### config.mk
export PLATFORM = sky130hd
export DESIGN_NAME = nfc_cmd_sched
export DESIGN_NICKNAME = d
export VERILOG_FILES = /design/src/rtl/nfc_cmd_sched.sv
export SDC_FILE = /design/constraint.sdc
export NUM_CORES = 1
export LEC_CHECK = 0
export ABC_AREA = 1
export CAP_MARGIN = 15
export CORE_MARGIN = 2
export CORE_UTILIZATION = 40
export CTS_CLUSTER_DIAMETER = 150
export DETAILED_ROUTE_END_ITERATION = 6
export DONT_BUFFER_PORTS = 1
export PLACE_DENSITY = 0.55
export SLEW_MARGIN = 10
export SYNTH_ARGS = -nofsm -noshare
export SYNTH_HDL_FRONTEND = slang
export SYNTH_SLANG_ARGS = --single-unit
### constraint.sdc
create_clock -name clk -period 4.7 [get_ports clk]
set_input_delay 0.47 -clock clk [delete_from_list [all_inputs] [get_ports clk]]
set_output_delay 0.47 -clock clk [all_outputs]
set_load 0.01 [all_outputs]
### src/rtl/nfc_cmd_sched.sv
// Round-robin command scheduler sharing one NAND flash controller between NREQ requesters.
// Each requester owns a small FIFO; one command is outstanding at a time, with a sticky watchdog.
module nfc_cmd_sched #(
  parameter int unsigned NREQ    = 4,
  parameter int unsigned DEPTH   = 4,
  parameter int unsigned TIMEOUT = 20000
) (
  input  logic                      clk,
  input  logic                      rst,
  input  logic [NREQ-1:0]           req_valid,
  input  logic [33*NREQ-1:0]        req_cmd,
  output logic [NREQ-1:0]           req_ready,
  output logic                      cpl_valid,
  output logic [$clog2(NREQ)-1:0]   cpl_id,
  output logic [32:0]               nfc_cmd,
  output logic                      nfc_cmd_valid,
  input  logic                      nfc_done,
  output logic                      busy,
  output logic                      err_timeout
);

  localparam int unsigned IDW = $clog2(NREQ);
  localparam int unsigned CIW = IDW + 1;
  localparam int unsigned PW  = $clog2(DEPTH);
  localparam int unsigned CW  = PW + 1;
  localparam logic [CW-1:0] DepthC   = CW'(DEPTH);
  localparam logic [15:0]   TimeoutC = 16'(TIMEOUT);

  localparam logic [1:0] S_INIT  = 2'd0;
  localparam logic [1:0] S_IDLE  = 2'd1;
  localparam logic [1:0] S_ISSUE = 2'd2;
  localparam logic [1:0] S_BUSY  = 2'd3;

  logic [1:0]     state_q, state_d;
  logic [32:0]    mem_q   [NREQ][DEPTH];
  logic [PW-1:0]  wptr_q  [NREQ];
  logic [PW-1:0]  rptr_q  [NREQ];
  logic [CW-1:0]  count_q [NREQ];
  logic [NREQ-1:0] push, pop;
  logic [IDW-1:0] last_q, tag_q, win, cpl_id_q;
  logic [CIW-1:0] cand;
  logic           win_found, issue;
  logic [15:0]    wdog_q;
  logic           cpl_q, err_q;
  logic [32:0]    cmd_q;

  always_comb begin
    for (int unsigned i = 0; i < NREQ; i++) begin
      req_ready[i] = (count_q[i] != DepthC);
      push[i]      = req_valid[i] && req_ready[i];
    end
  end

  // Round-robin search starting just after the last grant.
  always_comb begin
    win       = last_q;
    win_found = 1'b0;
    cand      = '0;
    for (int unsigned k = 1; k <= NREQ; k++) begin
      cand = {1'b0, last_q} + CIW'(k);
      if (cand >= CIW'(NREQ)) cand = cand - CIW'(NREQ);
      if (!win_found && count_q[cand[IDW-1:0]] != '0) begin
        win_found = 1'b1;
        win       = cand[IDW-1:0];
      end
    end
  end

  // Hold off selection while the completion pulse is out, so a new issue lands at done+3.
  assign issue = (state_q == S_IDLE) && win_found && !cpl_q;

  always_comb begin
    for (int unsigned i = 0; i < NREQ; i++) begin
      pop[i] = issue && (win == IDW'(i));
    end
  end

  always_ff @(posedge clk) begin
    if (rst) begin
      for (int unsigned i = 0; i < NREQ; i++) begin
        wptr_q[i]  <= '0;
        rptr_q[i]  <= '0;
        count_q[i] <= '0;
      end
    end else begin
      for (int unsigned i = 0; i < NREQ; i++) begin
        if (push[i]) wptr_q[i] <= wptr_q[i] + PW'(1);
        if (pop[i])  rptr_q[i] <= rptr_q[i] + PW'(1);
        count_q[i] <= count_q[i] + CW'(push[i]) - CW'(pop[i]);
      end
    end
  end

  always_ff @(posedge clk) begin
    for (int unsigned i = 0; i < NREQ; i++) begin
      if (push[i]) mem_q[i][wptr_q[i]] <= req_cmd[33*i +: 33];
    end
  end

  always_comb begin
    state_d = state_q;
    case (state_q)
      S_INIT:  if (nfc_done) state_d = S_IDLE;
      S_IDLE:  if (issue) state_d = S_ISSUE;
      S_ISSUE: state_d = S_BUSY;
      S_BUSY:  if (nfc_done) state_d = S_IDLE;
      default: state_d = S_INIT;
    endcase
  end

  always_ff @(posedge clk) begin
    if (rst) begin
      state_q  <= S_INIT;
      last_q   <= IDW'(NREQ - 1);
      tag_q    <= '0;
      cmd_q    <= '0;
      cpl_q    <= 1'b0;
      cpl_id_q <= '0;
      wdog_q   <= '0;
      err_q    <= 1'b0;
    end else begin
      state_q <= state_d;
      cpl_q   <= 1'b0;
      if (issue) begin
        cmd_q  <= mem_q[win][rptr_q[win]];
        tag_q  <= win;
        last_q <= win;
      end
      if (state_q == S_ISSUE) begin
        wdog_q <= '0;
      end else if (state_q == S_BUSY && !nfc_done && wdog_q != TimeoutC) begin
        wdog_q <= wdog_q + 16'd1;
        if (wdog_q + 16'd1 == TimeoutC) err_q <= 1'b1;
      end
      if (state_q == S_BUSY && nfc_done) begin
        cpl_q    <= 1'b1;
        cpl_id_q <= tag_q;
      end
    end
  end

  assign cpl_valid     = cpl_q;
  assign cpl_id        = cpl_id_q;
  assign nfc_cmd       = cmd_q;
  assign nfc_cmd_valid = (state_q == S_ISSUE);
  assign busy          = (state_q == S_ISSUE) || (state_q == S_BUSY);
  assign err_timeout   = err_q;

endmodule

==> impl_metrics.json, run 1 <==
{
  "hold_viol_final": 0,
  "drtAntennaViolNets": 0,
  "max_slew_margin": 0.294,
  "cp-end-kind": "register",
  "avgSynthCellArea_um2": 10.6,
  "run_status": "finished, final reports clean",
  "grt_util_met1": 0.287,
  "synthesis.nets": 2639,
  "cp-start-kind": "register",
  "placed_area_um2": 27000,
  "grtUsageTotal": 0.218,
  "met2_usage": 0.361,
  "drcViolationCount": 0,
  "reg2reg_slack_ns": 1.09,
  "grt_pass1_vias": 17743,
  "yosysUniqueCellTypes": 37,
  "dieArea_um2": 67500,
  "synth_top_area_share": 0.624,
  "clkLatencyLatePin_ns": 0.61,
  "synth_area_leaders": "edfxtp_1 (62%), nand2_1 (13%), nand3_1 (7.4%)",
  "drive_gt1_frac": 0.0683,
  "finalSetupViolations": 0,
  "area_growth_pct": 16.4,
  "post_cts_resized": 0,
  "core_um2": 64600,
  "vias_per_cell": 5.17,
  "root_buffer": "clkbuf_16",
  "use_met3": 0.0418,
  "finalCritPeriodShare": 0.769,
  "drv_slew": 0,
  "fin_hold_ws_ns": 0.0542,
  "cts_buffer_depth": 3,
  "seq_area_frac_synth": 0.679,
  "drt-total-wl_mm": 73.2,
  "final_common_cell": "nand2_1",
  "gp_routability_congestion": 0.819,
  "critical_path_arrival_ns": 4.15,
  "rows": 93,
  "htree_num_levels": 3,
  "worstPathRequired_ns": 5.24,
  "wl_per_cell_um": 20.9,
  "syn_area_um2": 26200,
  "path_class": "reg2reg",
  "fp.dieW_um": 260,
  "layout_common_cells": "nand2_1 (925), edfxtp_1 (544), nand3_1 (388), dlygate4sd3_1 (134), nor2_1 (122)",
  "grt_pass1_wl_mm": 110,
  "grt_busiest_layer": "met2",
  "die_h_um": 260,
  "first_iter_violations": 1370,
  "clkTransAtPathRegs_ns": 0.06,
  "hp-class": "in2reg",
  "max-cap-violations": 0,
  "cts_buffers": 68,
  "ios": 182,
  "clock_skew_ns": 0.0240,
  "vias": 18092,
  "ys_ff_latch": 615,
  "hpwl_mm": 44.6,
  "antenna_found_initial": 12,
  "crit_path_max_fanout": 60,
  "gr-total-overflow": 0,
  "final_nets": 2752,
  "port_buffers": 0,
  "start_util": 0.405,
  "layout_min_cycle_time_ns": 3.61,
  "cts_tree": "yes",
  "cts_sinks": 615,
  "fmax_ghz": 0.277,
  "final_area_um2": 30500,
  "fin_tns_setup_ns": 0,
  "grt_max_degree": 207,
  "yosys.area.top_type": "edfxtp_1",
  "synth_warnings": 0,
  "drt-pass1-iter-count": 7,
  "worst_pin_slew_ns": 1.06,
  "rsz0062_at_grt": "false",
  "synthCells": 2470
}
-- final cells by class --
| type | instances | area (µm²) |
|---|---|---|
| multi-input cells | 1609 | 7360 |
| clock buffers | 98 | 1980 |
| diodes | 7 | 17.5 |
| inverters | 116 | 438 |
| repair buffers | 173 | 1700 |
| well taps | 855 | 1070 |
| flip-flops and latches | 615 | 17800 |
| fillers | 5845 | 34100 |
| clock inverters | 25 | 149 |
-- timing repair --
action,4_1_cts,5_1_grt
hold endpoints to repair,542,0
hold buffers,134,0
buffers inserted,0,0
-- sequential cells by signal, indices dropped and copies added, names as in the netlist --
name,count
count_q,12
cpl_id,2
mem_q,528
err_timeout,1
tag_q,2
state_q,2
wptr_q,8
rptr_q,8
last_q,2
cpl_valid,1
nfc_cmd,33
wdog_q,16
-- critical path, stage by stage, from the launching register on --
cell     delay [ns]
dfxtp_1        0.52
inv_4          0.16
nand2_1        0.10
nand2_1        0.10
nor2_1         0.14
nand2_2        0.11
nand2_4        0.17
nand3_4        0.11
nand3_1        0.14
nand2_4        0.39
o21ai_4        0.77
buf_4          0.48
nand3_1        0.13
nand3_1        0.10
nand2_1        0.06
inv_1          0.05
-- worst paths after layout --
kind	from	end	cells after the start
worst max-delay path	last_q[0]	nfc_cmd[30]	15
worst min-delay path	nfc_done	cpl_valid	2
worst max register to register	last_q[0]	nfc_cmd[30]	15
worst min register to register	tag_q[1]	tag_q[1]	2
-- layer usage --
| layer | wire (µm) | part of all wire |
|---|---|---|
| met1 | 31500 | 0.43 |
| met2 | 35400 | 0.48 |
| met3 | 4260 | 0.058 |
| met4 | 1910 | 0.026 |
| met5 | 78 | 0.0011 |
-- cells by family (layout without fill, tap and decap cells) --
family,after synthesis,in the layout,synth area share
other,0,7,0
AO/OA/AOI/OAI,54,54,0.0110
adder cells (fa/ha/maj),30,30,0.0155
buffers and inverters,246,412,0.0465
AND/OR/NAND/NOR,1502,1502,0.241
XOR/XNOR,23,23,0.00770
flip-flops,615,615,0.679
-- synth_stat cells (all sizes together) --
master,number
a211oi,4
inv,116
nand3b,1
edfxtp,544
o211ai,1
clkbuf,10
nand4,5
ha,26
nor4,3
nor3,17
fa,4
or2,1
nand2,939
nor3b,4
o22ai,1
xor2,14
nand3,389
xnor2,9
buf,120
a21oi,19
nor2,143
dfxtp,71
o21ai,29
-- per-stage QoR --
stage,std cells,util,setup slack (ns)
floorplan,2470,-,1.83
global placement,3234,0.418,1.19
detailed placement,3234,0.418,1.08
CTS,3491,0.472,1.07
global route,3497,0.472,0.765
finish,3498,0.472,1.09
Power of run 1 is left out: the tool's default activity adds up to more than one toggle a clock period on the data nets, which glitch-free logic cannot reach.
==> inputs of run 2 (changes only) <==
--- a/config.mk
+++ b/config.mk
@@ -12,7 +12,7 @@
 export CTS_CLUSTER_DIAMETER = 150
 export DETAILED_ROUTE_END_ITERATION = 6
 export DONT_BUFFER_PORTS = 1
-export PLACE_DENSITY = 0.55
+export PLACE_DENSITY = 0.57
 export SLEW_MARGIN = 10
 export SYNTH_ARGS = -nofsm -noshare
 export SYNTH_HDL_FRONTEND = slang
==> constraint.sdc (replaced) <==
create_clock -name clk -period 3 [get_ports clk]
set_input_delay 0.3 -clock clk [delete_from_list [all_inputs] [get_ports clk]]
set_output_delay 0.3 -clock clk [all_outputs]
set_load 0.01 [all_outputs]
==> run 2 against run 1 <==
  * The flow now finishes with violations (DRC)
  * Die area is the same
  * Register-to-register slack lost 0.93 ns
  * First-iteration DRC count grew 29%
  * Wire length grew 1.0%
==> impl_metrics.json, run 2 (same netlist as run 1, synthesis figures left out) <==
{
  "timing.hold.worst.start": "rst",
  "wl_met3_mm": 5.17,
  "first_iter_violations": 1766,
  "reg2regPathDepth": 19,
  "cts_buffer_depth": 3,
  "cp-endpoint": "count_q[3][2]",
  "rows": 93,
  "final_nets": 2787,
  "htree_num_levels": 3,
  "run_status": "finished, violations left",
  "crit_path_max_fanout": 5,
  "wl_per_cell_um": 20.9,
  "ios": 182,
  "clock_skew_ns": 0.0215,
  "fmax_ghz": 0.352,
  "routed.top_layer": "met5",
  "worstPathRequired_ns": 3.49,
  "drtAntennaViolNets": 0,
  "max_slew_margin": 0.490,
  "layout_common_cells": "nand2_1 (923), edfxtp_1 (544), nand3_1 (387), dlygate4sd3_1 (133), nor2_1 (118)",
  "violations": "DRC",
  "critical_path_arrival_ns": 3.33,
  "area_growth_pct": 19.9,
  "largest_reg_flops": 528,
  "multi_input_area_um2": 7410,
  "gr-total-overflow": 0,
  "start_util": 0.405,
  "finalCritPeriodShare": 0.948,
  "clkLatencyLatePin_ns": 0.62,
  "grtUsageTotal": 0.215,
  "timing.rr.end": "count_q[3][2]",
  "wl_met2_mm": 35.7,
  "cp-start-kind": "register",
  "cp-startpoint": "count_q[2][1]",
  "hp-class": "in2reg",
  "worst_pin_slew_ns": 0.764,
  "cts_sinks": 615,
  "layout_min_cycle_time_ns": 2.84,
  "drt-total-wl_mm": 73.9,
  "fp.dieW_um": 260,
  "cp-end-kind": "register",
  "seq_area_um2": 17800,
  "n_fill_cell": 5735,
  "clkTransAtPathRegs_ns": 0.06,
  "core_um2": 64600,
  "drv_slew": 0,
  "root_buffer": "clkbuf_16",
  "reg2reg_slack_ns": 0.16,
  "grt_max_degree": 113,
  "cts_buffers": 68,
  "antenna_found_initial": 15,
  "finalSetupViolations": 0,
  "grt_pass1_vias": 17779,
  "vias": 18267,
  "met1_length_mm": 30.9,
  "dieArea_um2": 67500,
  "drcViolationCount": 3,
  "drt-pass1-iter-count": 7,
  "final_common_cell": "nand2_1",
  "grt_pass1_wl_mm": 109,
  "r2r-start": "count_q[2][1]",
  "die_h_um": 260,
  "cts_tree": "yes",
  "gp_routability_congestion": 0.814,
  "hpwl_mm": 44.9,
  "utilization": 0.486,
  "port_buffers": 0,
  "drive_gt1_frac": 0.0872,
  "path_class": "reg2reg",
  "vias_per_cell": 5.17,
  "hold_viol_final": 0,
  "max-cap-violations": 0
}
-- run 2: stage by stage --
stage / instance area (µm²) / std cells / setup slack (ns) / hold slack, ns / TNS, ns
CTS: 31200 / 3525 / 0.0166 / 0.0201 / 0
global placement: 27400 / 3266 / 0.00464 / 0.380 / 0
floorplan: 26200 / 2470 / 0.134 / 0.399 / 0
finish: 31400 / 3535 / 0.157 / 0.0434 / 0
detailed placement: 27400 / 3266 / -0.133 / 0.381 / -1.32
global route: 31400 / 3532 / -0.0348 / 0.0413 / -0.0781
-- run 2: timing repair --
| action | 4_1_cts | 5_1_grt |
|---|---|---|
| endpoints found under the setup margin | 29 | 42 |
| gates cloned | 0 | 3 |
| buffers inserted | 0 | 0 |
| gates resized for setup | 6 | 22 |
| hold endpoints to repair | 593 | 0 |
| hold buffers | 134 | 0 |
| pin swaps | 0 | 1 |
-- run 2: cell type report --
cell class | count | area share
Clock inverter | 37 | 0.0184
Timing Repair Buffer | 207 | 0.0707
Clock buffer | 88 | 0.0596
Tap cell | 855 | 0.0341
Inverter | 116 | 0.0141
Multi-Input combinational cell | 1610 | 0.236
Antenna cell | 7 | 0.000559
Sequential cell | 615 | 0.566
-- run 2: per-layer routing --
layer  vias to the layer above  GRT usage
met5                         -          0
met4                        18     0.0725
met3                       149     0.0421
met2                       640      0.357
met1                      8840      0.284
li1                       8620          -
-- run 2: worst min-delay path by stage --
stage                              to  slack, ns  depth (start not counted)
after floorplan           mem_q[0][0]       0.40                          0
after global placement    err_timeout       0.38                          1
after detailed placement  err_timeout       0.38                          1
after CTS                  wdog_q[14]       0.02                          4
after global routing        wdog_q[6]       0.04                          4
final                       wdog_q[6]       0.04                          4
-- run 2: worst max-delay path, stage by stage, from the launching register on --
cell	delay, ns
dfxtp_1	0.36
nor2_1	0.21
nor2_1	0.06
nor2_1	0.19
nand2_2	0.13
nand2_4	0.13
nand2_1	0.08
nor2_1	0.11
nand2_1	0.08
nand2_1	0.10
nor2_4	0.05
inv_4	0.10
nor2_1	0.07
nand2_1	0.12
xnor2_1	0.13
ha_1	0.16
inv_1	0.05
fa_1	0.37
o21ai_0	0.17
a21oi_1	0.06
Power of run 2 is left out for the same reason.
